`src/rtl/chan_mux_pkg.sv`:
```
// Shared types and constants for the channel multiplexer and its arbiter.
package chan_mux_pkg;

  // Arbiter state: free to pick a new channel, or locked onto ptr for a burst.
  typedef enum logic [0:0] {
    CM_IDLE = 1'b0,
    CM_LOCK = 1'b1
  } cm_state_e;

  localparam logic CM_MODE_SEL = 1'b0;
  localparam logic CM_MODE_RR  = 1'b1;

endpackage

```
`src/rtl/rr_pick.sv`:
```
// Rotate-priority search: returns the first set request found from base+1
// upward, wrapping modulo N_CH. base itself has the lowest priority.
module rr_pick #(
  parameter int N_CH  = 4,
  parameter int SEL_W = $clog2(N_CH)
) (
  input  logic [N_CH-1:0]  req,
  input  logic [SEL_W-1:0] base,
  output logic [SEL_W-1:0] idx,
  output logic             found
);

  // Scan from farthest to nearest so the nearest hit wins the last assignment.
  always_comb begin
    idx   = '0;
    found = 1'b0;
    for (int k = N_CH; k >= 1; k--) begin
      if (req[(int'(base) + k) % N_CH]) begin
        idx   = SEL_W'((int'(base) + k) % N_CH);
        found = 1'b1;
      end
    end
  end

endmodule

```
`src/rtl/chan_mux.sv`:
```
// Registered N-channel valid/ready stream multiplexer with manual select or
// round-robin arbitration with bounded burst locking.
module chan_mux
  import chan_mux_pkg::*;
#(
  parameter int N_CH      = 4,
  parameter int WIDTH     = 8,
  parameter int MAX_BURST = 4,
  parameter int SEL_W     = $clog2(N_CH)
) (
  input  logic                       clk,
  input  logic                       rst,
  input  logic                       mode,
  input  logic [SEL_W-1:0]           sel,
  input  logic [N_CH-1:0][WIDTH-1:0] in_data,
  input  logic [N_CH-1:0]            in_valid,
  output logic [N_CH-1:0]            in_ready,
  output logic [WIDTH-1:0]           out_data,
  output logic                       out_valid,
  input  logic                       out_ready,
  output logic [SEL_W-1:0]           out_ch
);

  localparam int BW = $clog2(MAX_BURST + 1);
  localparam logic [BW-1:0] BURST_LAST = BW'(MAX_BURST);

  cm_state_e        state;
  logic [SEL_W-1:0] ptr;
  logic [BW-1:0]    burst_cnt;
  logic [BW-1:0]    burst_nxt;
  logic             mode_q;

  logic [SEL_W-1:0] pick_idx;
  logic             pick_found;
  logic [SEL_W-1:0] grant;
  logic             grant_vld;
  logic             load;
  logic             xfer;

  rr_pick #(
    .N_CH  (N_CH),
    .SEL_W (SEL_W)
  ) u_rr_pick (
    .req   (in_valid),
    .base  (ptr),
    .idx   (pick_idx),
    .found (pick_found)
  );

  assign load      = !out_valid || out_ready;
  assign burst_nxt = burst_cnt + BW'(1);

  // Grant selection; always follows the current mode input, even on a mode change.
  always_comb begin
    grant     = '0;
    grant_vld = 1'b0;
    if (mode == CM_MODE_SEL) begin
      grant     = sel;
      grant_vld = (32'(sel) < N_CH);
    end else if (state == CM_LOCK) begin
      grant     = ptr;
      grant_vld = 1'b1;
    end else begin
      grant     = pick_idx;
      grant_vld = pick_found;
    end
  end

  // A beat moves only from the granted channel when the output stage can take it.
  assign xfer = grant_vld && load && in_valid[grant];

  // One-hot (or zero) ready toward the granted channel; quiet during reset.
  always_comb begin
    in_ready = '0;
    for (int i = 0; i < N_CH; i++) begin
      in_ready[i] = !rst && load && grant_vld && (grant == SEL_W'(i));
    end
  end

  // Arbiter FSM: pointer, burst counter and lock state.
  always_ff @(posedge clk) begin
    if (rst) begin
      state     <= CM_IDLE;
      ptr       <= SEL_W'(N_CH - 1);
      burst_cnt <= '0;
      mode_q    <= mode;
    end else begin
      mode_q <= mode;
      if (mode != mode_q) begin
        state <= CM_IDLE;
        // Keep round-robin fairness if the first new-mode beat came from the arbiter.
        if (mode == CM_MODE_RR && xfer) begin
          ptr       <= grant;
          burst_cnt <= BW'(1);
        end
      end else if (mode == CM_MODE_RR) begin
        unique case (state)
          CM_IDLE: begin
            if (xfer) begin
              ptr       <= grant;
              burst_cnt <= BW'(1);
              if (MAX_BURST > 1) state <= CM_LOCK;
            end
          end
          CM_LOCK: begin
            // Stall cycles (load low) leave everything untouched.
            if (load) begin
              if (xfer) begin
                burst_cnt <= burst_nxt;
                if (burst_nxt >= BURST_LAST) state <= CM_IDLE;
              end else if (!in_valid[ptr]) begin
                state <= CM_IDLE;
              end
            end
          end
          default: state <= CM_IDLE;
        endcase
      end
    end
  end

  // Output register: load a new beat, or drain when downstream accepts.
  always_ff @(posedge clk) begin
    if (rst) begin
      out_valid <= 1'b0;
      out_data  <= '0;
      out_ch    <= '0;
    end else if (xfer) begin
      out_valid <= 1'b1;
      out_data  <= in_data[grant];
      out_ch    <= grant;
    end else if (out_ready) begin
      out_valid <= 1'b0;
    end
  end

endmodule

```
`config.mk`:
```
export PLATFORM = sky130hd
export DESIGN_NAME = chan_mux
export DESIGN_NICKNAME = d
export VERILOG_FILES = /design/src/rtl/chan_mux_pkg.sv /design/src/rtl/rr_pick.sv /design/src/rtl/chan_mux.sv
export SDC_FILE = /design/constraint.sdc
export NUM_CORES = 1
export LEC_CHECK = 0
export ABC_AREA = 0
export BUFFER_PORTS_ARGS = -buffer_cell sky130_fd_sc_hd__buf_2
export CAP_MARGIN = 20
export CORE_AREA = 3 3 61 63
export CTS_CLUSTER_SIZE = 28
export DETAILED_ROUTE_END_ITERATION = 16
export DIE_AREA = 0 0 64 66
export MAX_ROUTING_LAYER = met4
export PLACE_DENSITY = 0.77
export SYNTH_ARGS = -nofsm -noshare
export SYNTH_HDL_FRONTEND = slang
export SYNTH_SLANG_ARGS = --single-unit
export TNS_END_PERCENT = 50
```
`constraint.sdc`:
```
create_clock -name clk -period 2.7 [get_ports clk]
set_input_delay 0.405 -clock clk [delete_from_list [all_inputs] [get_ports clk]]
set_output_delay 0.405 -clock clk [all_outputs]
set_load 0.1 [all_outputs]
```
==> results.cfg <==
[outcome]
status = complete, no violations

[sta]
relSlewSlack_pct = 67.76
hold_viol_final = 0
worst_slew_pin_slew_ps = 486.9
max_freq_mhz = 394.0
fin_crit_ps = 2538
setup-violations-final = 0
rsz0062_at_grt = no
setup_tns_ps = 0
finClkSkew_ps = 1.180
fin_crit_sh_pct = 94.00
finalMaxSlewViolations = 0

[layout]
final_cells = 298
drive_gt1_share_pct = 38.10
nets = 297
layout_commonest_cell = buf_2
final.fill_count = 318
area_growth_pct = 28.42
diodes = 0
final_cell_mix = buf_2, nand2_1, mux2_2, dfxtp_1, a222oi_1

[cts]
cts_tree = yes
post_cts_buffers = 0
cts_root_buffer = clkbuf_4
cts_max_level = 1
clock_sinks = 18
path_clk_slew_ps = 100
cts_made_buffers = 3
clock_latency_ps = 300
cts_buffer_depth = 2

[place]
place_congestion = 0.8660
hpwl_um = 3176
place_inst = 294
port_buffers = 56

[floorplanning]
die_x_um = 64
core_um2 = 3284
die_area_um2 = 4224
ios = 57
start_util_pct = 47.05
rows = 21
die_h_um = 66

[drt]
dr.pass1.iters = 6
totalWireLength_um = 4149
drt_iter0_markers = 153
wl_per_cell_um = 13.92
viasPerCell = 5.832
drc = 0
vias = 1738
final_antenna_net_count = 0

[critical_path]
critPathMaxFanout = 11
r2r_slack_ps = 360
crit_required_ps = 2300
reg2reg_to = burst_cnt[1]
path_cells = and3b_1, or4_4, a31o_2, nor2_2, buf_12
startpoint_type = flop
arrival_ps = 2130
reg2regPathDepth = 6
max_stage_delay_ps = 500
endpoint_kind = output pin
critical_path_class = flop to output pin
worst_path_max_delay_cell = or4_4
r2r-start = ptr[1]
startpoint = ptr[1]

[logic_synthesis]
synth.distinct_cells = 39
synth-seq-area-share_pct = 23.32
synthTopCellsByArea = dfxtp_1, mux2_2, a222oi_1
yosysWarningCount = 0
yosys.area.top_type_share_pct = 23.32
netlist_instances = 201
synth_nets = 245
synth.avg_cell_area_um2 = 7.688
syn_area_um2 = 1545
post-synth-top-area-cell = dfxtp_1
ys_seq_elements = 18

[global_routing]
met3_usage_pct = 3.231
use_met1_pct = 25.96
track_usage_pct = 20.70
grt_pass1_wl_um = 6996
antenna_found_initial = 0
grt_max_degree = 20
grt-ovfl-total = 0
first_global_vias = 1608
busiest_layer = met2
gr-usage-met2_pct = 35.10

[run]
drv_cap = 0

[hold_path]
whs_path_depth = 1
hold_class = input pin to flop
min_to = mode_q
min-delay-start = mode

[power]
power_density_nw_per_um2 = 582.0
p_leak_nw = 0.8916
peakVddDrop_uv = 280.0
flip-flops by register name (all words and copies together), names as in the netlist:
signal and count:
out_data 8, burst_cnt 3, out_ch 2, ptr 2, mode_q 1, out_valid 1
state 1
power by group:
group	switching [W]	internal [W]
registers	0.0000267	0.000302
clock network	0.0000826	0.0000823
logic	0.000455	0.000207
total	0.000564	0.000591
metrics by stage:
step / total power (W) / utilization, % / area, um^2 / worst slack, ps / hold WS [ps]
finish: 0.001155 / 60.42 / 1984 / 161.9 / 352.0
global route: 0.001224 / 60.42 / 1984 / 61.86 / 333.3
CTS: 0.001159 / 60.38 / 1983 / 56.00 / 339.9
detailed placement: 0.0009941 / 59.28 / 1947 / 201.7 / 467.9
global placement: 0.0009899 / 59.28 / 1947 / 229.3 / 459.4
floorplan: 0.0008361 / - / 1555 / -258.0 / 432.7
timing repair:
action | 4_1_cts | 5_1_grt
resized for setup | 0 | 1
hold buffers | 0 | 0
endpoints found under the hold margin | 0 | 0
endpoints found under the setup margin | 0 | 2
cells in the mapped netlist (all sizes together):
| library cell | n |
|---|---|
| clkinv | 1 |
| clkbuf | 13 |
| o41ai | 2 |
| ha | 2 |
| o31ai | 1 |
| a21oi | 15 |
| dfxtp | 18 |
| or4 | 1 |
| nand3 | 4 |
| a31oi | 3 |
| or2 | 1 |
| and3b | 1 |
| a41o | 1 |
| mux2i | 5 |
| nand4 | 9 |
| nand2 | 26 |
| nor2 | 17 |
| nor3b | 1 |
| o2bb2ai | 1 |
| a222oi | 16 |
| a221o | 1 |
| buf | 5 |
| a211o | 2 |
| a21boi | 1 |
| inv | 5 |
| mux2 | 17 |
| and3 | 2 |
| nand2b | 5 |
| a32o | 1 |
| or3 | 1 |
| nand3b | 1 |
| nor4 | 1 |
| a31o | 2 |
| nor2b | 1 |
| o21a | 1 |
| a211oi | 2 |
| xnor2 | 2 |
| o21ai | 13 |
worst max path at each step:
stage | to | slack, ps | cells after the start
after floorplan | in_ready[0] | -260 | 6
after detailed placement | burst_cnt[1] | 200 | 7
final | in_ready[3] | 160 | 5
after global placement | burst_cnt[1] | 230 | 7
after CTS | in_ready[3] | 60 | 6
after global routing | in_ready[3] | 60 | 6
logic make-up after synthesis:
| family | count (synthesis) | synth area share [%] |
|---|---|---|
| and+or+nand+nor | 71 | 22.11 |
| muxes | 22 | 15.63 |
| buffers and inverters | 24 | 6.235 |
| xor gates and xnor gates | 2 | 1.134 |
| adders and majority gates | 2 | 1.619 |
| AOI/OAI and AO/OA | 62 | 29.96 |
| DFF | 18 | 23.32 |
final cells by class:
class                   instances  area, um^2  share of cell area (%)
repair buffers                 65       407.9                   20.55
clock buffers                   4       36.28                   1.829
multi-input cells             159        1099                   55.36
flip-flops and latches         18       361.6                   18.22
well taps                      46       57.56                   2.900
inverters                       6       22.52                   1.135
routing by layer:
layer,wire length [um],vias to the layer above
met1,1788,791
met3,254,4
met4,35,0
li1,-,877
met5,0,-
met2,2070,66
critical path, delay by kind of cell, from the launching register on:
kind	cells	cell delay [ps]
AND/OR/NAND/NOR	3	900
AO/OA/AOI/OAI	1	350
buffers and inverters	1	190
flip-flops	1	390
Power figures use the tool's default switching activity.
